<file path="src/rtl/dump_pkg.sv">
// dump_pkg: beat kind and FSM state encodings shared by the
// state dump streamer and its testbench.
package dump_pkg;

  typedef enum logic [1:0] {
    KIND_TIME = 2'd0,
    KIND_PC   = 2'd1,
    KIND_REG  = 2'd2,
    KIND_MEM  = 2'd3
  } kind_e;

  typedef enum logic [2:0] {
    IDLE = 3'd0,
    TIME = 3'd1,
    PC   = 3'd2,
    REGS = 3'd3,
    MEMS = 3'd4
  } state_e;

endpackage

</file>
<file path="src/rtl/mask_next_index.sv">
// mask_next_index: lowest set bit of MASK strictly above cur,
// with found low when no such bit exists.
module mask_next_index #(
  parameter int REG_AW = 5,
  parameter logic [(1<<REG_AW)-1:0] MASK = '1
) (
  input  logic [REG_AW-1:0] cur,
  output logic [REG_AW-1:0] nxt,
  output logic              found
);

  localparam int N = 1 << REG_AW;

  // Descending scan so the lowest qualifying bit is written last.
  always_comb begin
    nxt   = '0;
    found = 1'b0;
    for (int i = N - 1; i >= 0; i--) begin
      if (MASK[i] && (i > int'(cur))) begin
        nxt   = REG_AW'(i);
        found = 1'b1;
      end
    end
  end

endmodule

</file>
<file path="src/rtl/state_dump_streamer.sv">
// state_dump_streamer: walks masked registers and a memory window and
// streams a framed snapshot (time, PC, regs, mem) over valid/ready.
module state_dump_streamer
  import dump_pkg::*;
#(
  parameter int DATA_W = 32,
  parameter int REG_AW = 5,
  parameter int MEM_AW = 8,
  parameter int MEM_BASE = 0,
  parameter int MEM_WORDS = 32,
  parameter logic [(1<<REG_AW)-1:0] REG_MASK = 32'h3000_00E2,
  parameter int PERIOD = 0
) (
  input  logic              clk,
  input  logic              reset,
  input  logic              trigger,
  input  logic [DATA_W-1:0] pc_in,
  output logic [REG_AW-1:0] reg_raddr,
  input  logic [DATA_W-1:0] reg_rdata,
  output logic [MEM_AW-1:0] mem_raddr,
  input  logic [DATA_W-1:0] mem_rdata,
  output logic              out_valid,
  input  logic              out_ready,
  output logic [DATA_W-1:0] out_data,
  output logic [1:0]        out_kind,
  output logic [MEM_AW-1:0] out_idx,
  output logic              out_last,
  output logic              busy,
  output logic [7:0]        overrun_cnt
);

  localparam logic [MEM_AW-1:0] MEM_FIRST = MEM_AW'(MEM_BASE);
  localparam logic [MEM_AW-1:0] MEM_LAST =
    MEM_AW'(MEM_BASE + MEM_WORDS - 1);

  state_e state, state_n;
  logic busy_n, pend, pend_n;
  logic [7:0] ovr_n;
  logic [31:0] cycle_cnt;
  logic [DATA_W-1:0] pc_lat, pc_n;
  logic [DATA_W-1:0] time_lat, time_n;
  logic [REG_AW-1:0] rad_n, nxt;
  logic [MEM_AW-1:0] mad_n, i_n;
  logic [DATA_W-1:0] d_n;
  logic [1:0] k_n;
  logic v_n, l_n;
  logic found, auto_tick, start, load, done;

  mask_next_index #(
    .REG_AW(REG_AW),
    .MASK  (REG_MASK)
  ) u_next (
    .cur  (reg_raddr),
    .nxt  (nxt),
    .found(found)
  );

  if (PERIOD > 0) begin : g_period
    logic [31:0] per_cnt;
    always_ff @(posedge clk or posedge reset) begin
      if (reset) per_cnt <= '0;
      else if (per_cnt == 32'(PERIOD - 1)) per_cnt <= '0;
      else per_cnt <= per_cnt + 32'd1;
    end
    assign auto_tick = (per_cnt == 32'(PERIOD - 1));
  end else begin : g_noperiod
    assign auto_tick = 1'b0;
  end

  assign start = trigger | auto_tick;
  assign load  = !out_valid || out_ready;
  assign done  = out_valid && out_ready && out_last;

  always_ff @(posedge clk or posedge reset) begin
    if (reset) state <= IDLE;
    else state <= state_n;
  end

  always_comb begin
    state_n = state;
    busy_n  = busy;
    pend_n  = pend;
    ovr_n   = overrun_cnt;
    time_n  = time_lat;
    pc_n    = pc_lat;
    rad_n   = reg_raddr;
    mad_n   = mem_raddr;
    v_n     = out_valid;
    d_n     = out_data;
    k_n     = out_kind;
    i_n     = out_idx;
    l_n     = out_last;
    if (load) begin
      v_n = 1'b0;
      l_n = 1'b0;
    end
    if (busy && start && !done) begin
      if (!pend) pend_n = 1'b1;
      else if (overrun_cnt != 8'hFF) ovr_n = overrun_cnt + 8'd1;
    end
    unique case (state)
      IDLE: begin
        if (!busy) begin
          if (start) begin
            time_n  = DATA_W'(cycle_cnt);
            pc_n    = pc_in;
            busy_n  = 1'b1;
            state_n = TIME;
          end
        end else if (done) begin
          // Chained snapshot: TIME beat replaces the accepted last beat.
          if (pend || start) begin
            v_n     = 1'b1;
            d_n     = DATA_W'(cycle_cnt);
            k_n     = KIND_TIME;
            i_n     = '0;
            pc_n    = pc_in;
            pend_n  = pend && start;
            state_n = PC;
          end else begin
            busy_n = 1'b0;
          end
        end
      end
      TIME: if (load) begin
        v_n     = 1'b1;
        d_n     = time_lat;
        k_n     = KIND_TIME;
        i_n     = '0;
        state_n = PC;
      end
      PC: if (load) begin
        v_n = 1'b1;
        d_n = pc_lat;
        k_n = KIND_PC;
        i_n = '0;
        if (REG_MASK == '0) begin
          state_n = MEMS;
        end else begin
          state_n = REGS;
          rad_n   = REG_MASK[0] ? '0 : nxt;
        end
      end
      REGS: if (load) begin
        v_n = 1'b1;
        d_n = reg_rdata;
        k_n = KIND_REG;
        i_n = MEM_AW'(reg_raddr);
        if (found) begin
          rad_n = nxt;
        end else begin
          rad_n   = '0;
          state_n = MEMS;
        end
      end
      MEMS: if (load) begin
        v_n = 1'b1;
        d_n = mem_rdata;
        k_n = KIND_MEM;
        i_n = mem_raddr;
        if (mem_raddr == MEM_LAST) begin
          l_n     = 1'b1;
          mad_n   = MEM_FIRST;
          state_n = IDLE;
        end else begin
          mad_n = mem_raddr + MEM_AW'(1);
        end
      end
      default: state_n = IDLE;
    endcase
  end

  always_ff @(posedge clk or posedge reset) begin
    if (reset) begin
      cycle_cnt   <= '0;
      busy        <= 1'b0;
      pend        <= 1'b0;
      overrun_cnt <= '0;
      time_lat    <= '0;
      pc_lat      <= '0;
      reg_raddr   <= '0;
      mem_raddr   <= MEM_FIRST;
      out_valid   <= 1'b0;
      out_data    <= '0;
      out_kind    <= '0;
      out_idx     <= '0;
      out_last    <= 1'b0;
    end else begin
      cycle_cnt   <= cycle_cnt + 32'd1;
      busy        <= busy_n;
      pend        <= pend_n;
      overrun_cnt <= ovr_n;
      time_lat    <= time_n;
      pc_lat      <= pc_n;
      reg_raddr   <= rad_n;
      mem_raddr   <= mad_n;
      out_valid   <= v_n;
      out_data    <= d_n;
      out_kind    <= k_n;
      out_idx     <= i_n;
      out_last    <= l_n;
    end
  end

endmodule

</file>
<file path="config.mk">
export PLATFORM = sky130hd
export DESIGN_NAME = state_dump_streamer
export DESIGN_NICKNAME = d
export VERILOG_FILES = /design/src/rtl/dump_pkg.sv /design/src/rtl/mask_next_index.sv /design/src/rtl/state_dump_streamer.sv
export SDC_FILE = /design/constraint.sdc
export NUM_CORES = 1
export LEC_CHECK = 0
export CAP_MARGIN = 20
export CORE_UTILIZATION = 52
export DETAILED_ROUTE_END_ITERATION = 10
export PLACE_DENSITY_LB_ADDON = 0.3
export SYNTH_ARGS = -nofsm -noshare
export SYNTH_HDL_FRONTEND = slang
export SYNTH_SLANG_ARGS = --single-unit
</file>
<file path="constraint.sdc">
create_clock -name clk -period 6.35 [get_ports clk]
set_clock_uncertainty 0.05 [all_clocks]
set_input_delay 0.635 -clock clk [delete_from_list [all_inputs] [get_ports clk]]
set_output_delay 0.635 -clock clk [all_outputs]
set_load 0.02 [all_outputs]
</file>
# After elaboration in Yosys (flattened, before gate mapping)
# Index checks and enable logic that the tools add are counted.
# classes
add_sub_neg	3
order_cmp	6
n_eq_ne	21
muxes	74
bitwise_logic	1
reduce_logical	24
# op_table
op	n
two-way mux 32 bit	11
case mux 32 bit (5 select lines)	1
two-way mux 8 bit	7
two-way mux 5 bit	9
adder 32 x 1 -> 32 bit (second input constant)	1
case mux 8 bit (4 select lines)	1
two-way mux 3 bit	10
two-way mux 1 bit	24
inequality test 2 bit (second input constant)	9
adder 8 x 1 -> 8 bit (second input constant)	2
> comparator 3 x 5 -> 1 bit (first input constant)	3
case mux 3 bit (5 select lines)	1
two-way mux 2 bit	7
> comparator 5 bit (first input constant)	2
case mux 2 bit (5 select lines)	1
case mux 5 bit (2 select lines)	1
inequality test 3 bit (second input constant)	3
AND reduction 3 bit	3
AND reduction 9 bit	1
== test 8 x 5 -> 1 bit (second input constant)	1
inequality test 8 bit (second input constant)	1
AND reduction 8 bit	1
AND reduction 7 bit	1
== test 3 x 2 -> 1 bit (second input constant)	2
other kinds (17)	26
# word_totals
regBits	166
word_cells	143

# Logic depth before layout (Yosys ltp)
# Gate-level depths: netlist of the first run.
# depth
depth_word	10
mapped_depth	7

# Cells and area by module
# Synthesis of the first run repeated with hierarchy kept, for this count alone.
# unflattened
hier_cells	698
area_unflattened_um2	7886.3
# modules_own_cells
module	n_inst	cells_each	area_each_um2	seq_area_each_um2
state_dump_streamer	1	684	7790.0	4154.0
mask_next_index	1	14	96.3	0.0

# Worst setup path after synthesis of the first run
# No wires, ideal clock.
# synth_timing
path_kind	register to register
startpoint	register busy
endpoint	register out_data[0]
setup_ps	125
arrival_ps	1738
path_slack_ps	4437
path_stages_with_launch	7
path_buffers	2
path_cell_list	dfrtp_1 -> buf_2 -> o21a_1 -> nand4_1 -> a21oi_2 -> buf_4 -> mux2_2
# synth_between
elab_chain_len	2
# synth_rtl
item	line	text
from (decl)	state_dump_streamer.sv:28	output logic busy,
from (signal assigned)	state_dump_streamer.sv:190	busy <= busy_n;
inequality test 2 bit (no source line)	-	
AND reduction 8 bit (no source line)	-	
to (signal assigned)	state_dump_streamer.sv:198	out_data <= d_n;
to (decl)	state_dump_streamer.sv:24	output logic [DATA_W-1:0] out_data,
# Every way passes these cells.
# A chain may end at the register's enable or synchronous reset.

# Worst setup path in the final report of the first run
# layout_timing
startpoint	register state[1]
endpoint	register out_data[7]
# layout_between
elab_chain_len	3
elab_cells_between_ends	15
# layout_rtl
item	line	text
from (decl)	state_dump_streamer.sv:36	state_e state, state_n;
from (signal assigned)	state_dump_streamer.sv:76	else state <= state_n;
== test 3 bit (tied with other cells)	state_dump_streamer.sv:101	unique case (state)
nonzero test 5 bit (no source line) or inequality test 2 bit (tied branches)	-	
AND reduction 8 bit (no source line)	-	
# Parallel ways exist; a longest one is shown, timed or not.

==> run_results.csv, run 1 <==
group,metric,value,unit
synth,syn-mean-instance-area,12.1,µm²
worst_hold_path,hold_start,"out_data[2]",
synth,ys_ff_latch,165,
clock_network,clkSinkCount,165,
synth,synth_top_area_cell,"dfrtp_1",
setup_path,rr_worst_depth,5,
setup_path,cp.arrival,3.59,ns
place,io_buffer_count,165,
worst_hold_path,min_to,"out_data[2]",
grt,grt_overflow,0,
setup_path,crit_path_start,"state[1]",
clock_network,cts_hold_buf,0,
setup_path,r2r_end,"out_data[7]",
synth,synth-simple-area-share,10.2,%
die,die_area,15900,µm²
clock_network,cts-root-buf,"clkbuf_16",
final_layout,area_growth,28.6,%
clock_network,cts-resized-gates,0,
power_and_ir_drop,switching_share,34.0,%
synth,synth_nets,762,
power_and_ir_drop,power.internal,0.00268,W
setup_path,reg2reg_from,"state[1]",
clock_network,htree_levels,4,
power_and_ir_drop,switchingPower,0.00138,W
sta,whs,0.454,ns
setup_path,cp_max_fo,24,
routing,drt_iter0_drc,544,
routing,ant_nets,0,
final_layout,multi_input_area,3550,µm²
final_layout,num-fill-cells,1059,
synth,yosys_most_used_dff,"dfrtp_1",
routing,avgViaCountPerCell,6.09,
setup_path,cp-start-kind,"register",
synth,syn_inst,659,
clock_network,clockBufferDepth,2,
synth,synth_cell_types,52,
synth,synth_fa_ha_area_share,0.470,%
synth,yosys_warnings,0,
die,die_w,126,µm
final_layout,antenna_cells,0,
setup_path,worst-setup-path-type,"register to register",
die,die_y,126,µm
final_layout,nets,914,
grt,grt_pass1_wl,33800,µm
power_and_ir_drop,clockPowerShare,23.8,%
sta,drv_slew,0,
setup_path,r2r_setup_slack,3.02,ns
clock_network,tritoncts,"yes",
routing,drc_errors,0,
synth,ys_async_sr_fraction,100,%
grt,grt_pass1_vias,6380,
power_and_ir_drop,pwr-share-seq,38.4,%
sta,setup_violations,0,
outcome,outcome,"finished clean",
setup_path,worst-path-buf-inv,1,
place,gp_congestion,0.857,
die,io-pin-count,166,
synth,synth_top_family_by_area,"multiplexers",
routing,wl_per_cell,20.8,µm
clock_network,clk_latency,0.43,ns
setup_path,crit_slowest_cell,"a21oi_4",
place,dp_hpwl,13800,µm
sta,rsz0062_at_grt,"no",
power_and_ir_drop,power.density,396,nW/µm²
sta,tns,0,ns
sta,fin_crit_sh,52.4,%
final_layout,register_area,4130,µm²
sta,fin_crit,3.33,ns
final_layout,final_core_util,69.6,%
synth,synthMuxAreaShare,19.0,%
sta,tightest_slew,1.06,ns
flow_run,drv_cap,0,
clock_network,numCtsBuffers,17,
worst_hold_path,whs_path_depth,1,
clock_network,clk_pin_slew,0.06,ns
final_layout,final_common_cell,"clkdlybuf4s50_1",
setup_path,critical_path.max_stage_delay,0.84,ns
grt,antenna_found_initial,0,
sta,timing.fmax,301,MHz
power_and_ir_drop,pwr-share-comb,37.9,%
grt,grt_use_total,27.9,%
setup_path,crit_required,6.61,ns
routing,totalWireLength,21000,µm
power_and_ir_drop,p_leak,4.37,nW
setup_path,endpoint_kind,"register",
synth,synthXorXnorAreaFrac,4.61,%
synth,synth.yosys.seq_area_share,51.7,%
place,postPlaceCellArea,9720,µm²
setup_path,cp_top_family,"compound AO/OA/AOI/OAI gates",
worst_hold_path,hp-class,"register to register",
die,start_util,54.1,%
final_layout,fin_area,10300,µm²
synth,synth-edff-count,0,
clock_network,cts_setup_buffers,0,
synth,synth_top_area_share,51.7,%
final_layout,drive_gt1_share,20.8,%
sta,hold_violations,0,
sta,slew_headroom,29.5,%
routing,drt_pass1_iterations,8,
synth,synth_area_leaders,"dfrtp_1 52%, mux2_2 16%, xnor2_1 3.7%",
die,core_area,14800,µm²
routing,num_vias,6135,
synth,synth-compound-area-share,9.86,%
power_and_ir_drop,ir_drop,299,µV
die,num_rows,44,
setup_path,worstPathCellList,"or3_4, nand2_1, a21oi_4, buf_4, mux2_2",
synth,netlist_area,7990,µm²
grt,grt_start_max_net_pins,92,
final_layout,final_cell_mix,"165 x clkdlybuf4s50_1, 164 x dfrtp_1, 117 x mux2_2, 44 x nand2_1, 34 x xnor2_1",
final cells by class:
type / instances / area share, %
clock inverter: 11 / 0.816
sequential: 165 / 40.2
tap: 184 / 2.24
clock buffer: 20 / 4.54
multi-input combinational: 430 / 34.6
inverter: 24 / 0.926
timing repair buffer: 173 / 16.7
sequential cells by signal (all words and copies together), names as in the netlist, named ones only:
name / flops
busy: 1
cycle_cnt: 32
mem_raddr: 8
out_data: 32
out_idx: 8
out_kind: 2
out_valid: 1
overrun_cnt: 8
pc_lat: 32
pend: 1
reg_raddr: 4
state: 3
time_lat: 32
cell families (layout without fill, tap and decap cells):
| kind of cell | Yosys count | in the layout |
|---|---|---|
| AOI/OAI and AO/OA | 96 | 96 |
| xor gates and xnor gates | 42 | 42 |
| adders and majority gates | 3 | 3 |
| buffers and inverters | 64 | 228 |
| DFF | 165 | 165 |
| muxes | 137 | 137 |
| and+or+nand+nor | 152 | 152 |
worst max-delay path by stage:
stage / to / slack (ns) / cells past startpoint
final: out_data[7] / 3.02 / 5
after global routing: out_data[13] / 2.87 / 5
after CTS: out_data[7] / 3.02 / 5
after detailed placement: out_data[7] / 3.04 / 5
after global placement: out_kind[1] / 3.17 / 5
after floorplan: asynchronous set/reset pin / 1.20 / 1
layer usage:
layer  global-route usage, %  wire (µm)  up-vias
li1                        -          -     2728
met1                    36.4       8820     3091
met2                    46.5      10300      275
met3                    5.06       1330       41
met4                    10.5        478        0
met5                       0          0        -
metrics by stage:
| stage | instances | setup WS [ns] | power, W |
|---|---|---|---|
| 3_5_place_dp | 976 | 3.04 | 0.00310 |
| 4_1_cts | 1007 | 3.02 | 0.00407 |
| 2_1_floorplan | 659 | 1.20 | 0.00249 |
| 5_1_grt | 1007 | 2.87 | 0.00426 |
| 6_report | 1007 | 3.02 | 0.00406 |
| 3_3_place_gp | 975 | 3.17 | 0.00302 |
power by group through the flow:
stage               Combinational, W  Clock [W]  Sequential, W
floorplan                   0.000820          0        0.00167
global placement             0.00147          0        0.00155
detailed placement           0.00153          0        0.00157
CTS                          0.00154   0.000975        0.00156
global route                 0.00164    0.00102        0.00160
finish                       0.00154   0.000965        0.00156
Yosys cell counts (4+ instances only):
cell and n:
dfrtp_1 165, mux2_2 117, nand2_1 44, xnor2_1 34
nand3_1 25, inv_1 24, nand4_1 24, mux2i_1 19
a221o_1 18, nor2_1 18, o2bb2ai_1 18, buf_2 16
a22oi_1 14, o221ai_1 14, clkbuf_1 12, o21ai_0 11
nor3_1 10, xor2_1 8, buf_4 6, buf_6 6
a21oi_1 5, nand2b_1 5, and3_1 4
worst reg2reg max path, stage by stage (launching register included):
cell	delay, ns
dfrtp_2	0.65
or3_4	0.25
nand2_1	0.57
a21oi_4	0.85
buf_4	0.45
mux2_2	0.39
Note: power is estimated with default switching activity, not from simulation.
==> run 2, diff against run 1 <==
CORE_UTILIZATION = 47   (was 52)
clock period = 2.9 ns   (was 6.35 ns; I/O delays follow)
==> run 2 against run 1 <==
Register-to-register slack lost 2.7 ns. Clock power grew 120%. Sequential cell count is the same. Total power grew 120%. Critical path type unchanged.
==> run_results.csv, run 2 (synthesis gave the netlist of run 1 again) <==
group,metric,value,unit
clock_network,clk_pin_slew,0.06,ns
grt,grt_pass1_wl,33600,µm
sta,tightest_slew,1.09,ns
grt,grt_pass1_vias,6385,
flow_run,drv_cap,0,
routing,met1_length,9110,µm
clock_network,cts_hold_buf,0,
setup_path,endpoint_kind,"register",
place,gp_congestion,0.811,
routing,wl_met3,937,µm
clock_network,clk_latency,0.42,ns
routing,top_layer,"met4",
grt,grt_use_total,24.7,%
sta,hold_violations,0,
routing,drc_errors,0,
final_layout,nets,929,
sta,fin_crit_sh,87.4,%
clock_network,cts-root-buf,"clkbuf_16",
routing,ant_nets,0,
die,die_area,17500,µm²
power_and_ir_drop,power.density,854,nW/µm²
clock_network,numCtsBuffers,17,
routing,totalWireLength,20700,µm
routing,drt_iter0_drc,353,
outcome,outcome,"finished clean",
grt,grt_overflow,0,
power_and_ir_drop,ir_drop,502,µV
final_layout,drive_gt1_share,22.1,%
setup_path,crit_path_start,"state[1]",
grt,antenna_found_initial,0,
routing,num_vias,6113,
routing,drt_pass1_iterations,7,
place,dp_hpwl,14400,µm
setup_path,reg2reg_from,"state[1]",
sta,setup_violations,0,
sta,tns,0,ns
clock_network,clockBufferDepth,2,
setup_path,cp.arrival,2.79,ns
routing,wl_per_cell,19.5,µm
grt,grt_start_max_net_pins,38,
die,num_rows,47,
power_and_ir_drop,p_leak,4.46,nW
routing,dr_wl_met2,10300,µm
final_layout,final_cell_mix,"165 x clkdlybuf4s50_1, 164 x dfrtp_1, 117 x mux2_2, 44 x nand2_1, 34 x xnor2_1",
sta,fin_crit,2.53,ns
die,io-pin-count,166,
sta,drv_slew,0,
place,io_buffer_count,165,
final_layout,num-fill-cells,1274,
setup_path,cp_max_fo,26,
clock_network,clkSinkCount,165,
final_layout,multi_input_area,3550,µm²
setup_path,crit_required,3.16,ns
worst_hold_path,hp-class,"input pin to asynchronous set/reset pin",
die,die_w,132,µm
setup_path,cp-start-kind,"register",
clock_network,htree_levels,4,
final_layout,final_common_cell,"clkdlybuf4s50_1",
final_layout,final_core_util,63.5,%
final_layout,area_growth,31.9,%
clock_network,cts-resized-gates,0,
final_layout,antenna_cells,0,
sta,slew_headroom,27.4,%
die,die_y,132,µm
setup_path,worst-setup-path-type,"register to register",
clock_network,cts_setup_buffers,0,
sta,rsz0062_at_grt,"no",
final_layout,register_area,4130,µm²
die,start_util,48.2,%
die,core_area,16600,µm²
sta,timing.fmax,394,MHz
clock_network,tritoncts,"yes",
routing,avgViaCountPerCell,5.77,
run 2: worst max-delay path, stage by stage, from the launching register on:
cell      delay (ns)
dfrtp_2         0.71
or3_4           0.26
and2_0          0.85
o221ai_1        0.23
mux2_2          0.31
run 2: metrics by stage:
| step | worst slack, ns | hold slack (ns) | instance area, µm² | cells | power, W |
|---|---|---|---|---|---|
| global placement | 0.569 | 0.422 | 9970 | 1027 | 0.00673 |
| finish | 0.365 | 0.354 | 10500 | 1059 | 0.00899 |
| detailed placement | 0.506 | 0.428 | 9970 | 1027 | 0.00687 |
| global route | 0.300 | 0.424 | 10500 | 1059 | 0.00941 |
| CTS | 0.477 | 0.369 | 10500 | 1059 | 0.00903 |
| floorplan | 0.461 | 0.363 | 7990 | 659 | 0.00546 |
run 2: path summary, 6_finish.rpt:
check	to	slack [ns]	depth (start not counted)
setup / recovery	out_data[1]	0.37	4
hold / removal	pc_lat[21]	0.35	2
setup reg to reg	out_data[1]	0.37	4
hold reg to reg	pc_lat[4]	0.44	1
max in group asynchronous	out_data[7]	1.73	3
min in group clk	pc_lat[31]	0.43	2
run 2: report_power, final:
group / switching (W) / leakage [nW] / internal (W)
Sequential: 0.000513 / 2.13 / 0.00291
Combinational: 0.00160 / 2.06 / 0.00181
Clock: 0.000894 / 0.282 / 0.00127
Total: 0.00301 / 4.46 / 0.00598
run 2: area by class of cell:
cell class / count / share of cell area [%]
Sequential cell: 165 / 39.2
Tap cell: 220 / 2.61
Inverter: 24 / 0.891
Multi-Input combinational cell: 430 / 33.8
Clock buffer: 23 / 4.63
Clock inverter: 9 / 0.725
Timing Repair Buffer: 188 / 18.2
run 2: per-layer routing:
layer | vias up | global-route usage (%)
li1 | 2759 | -
met3 | 26 | 4.08
met5 | - | 0
met1 | 3105 | 32.3
met2 | 223 | 41.7
met4 | 0 | 8.62
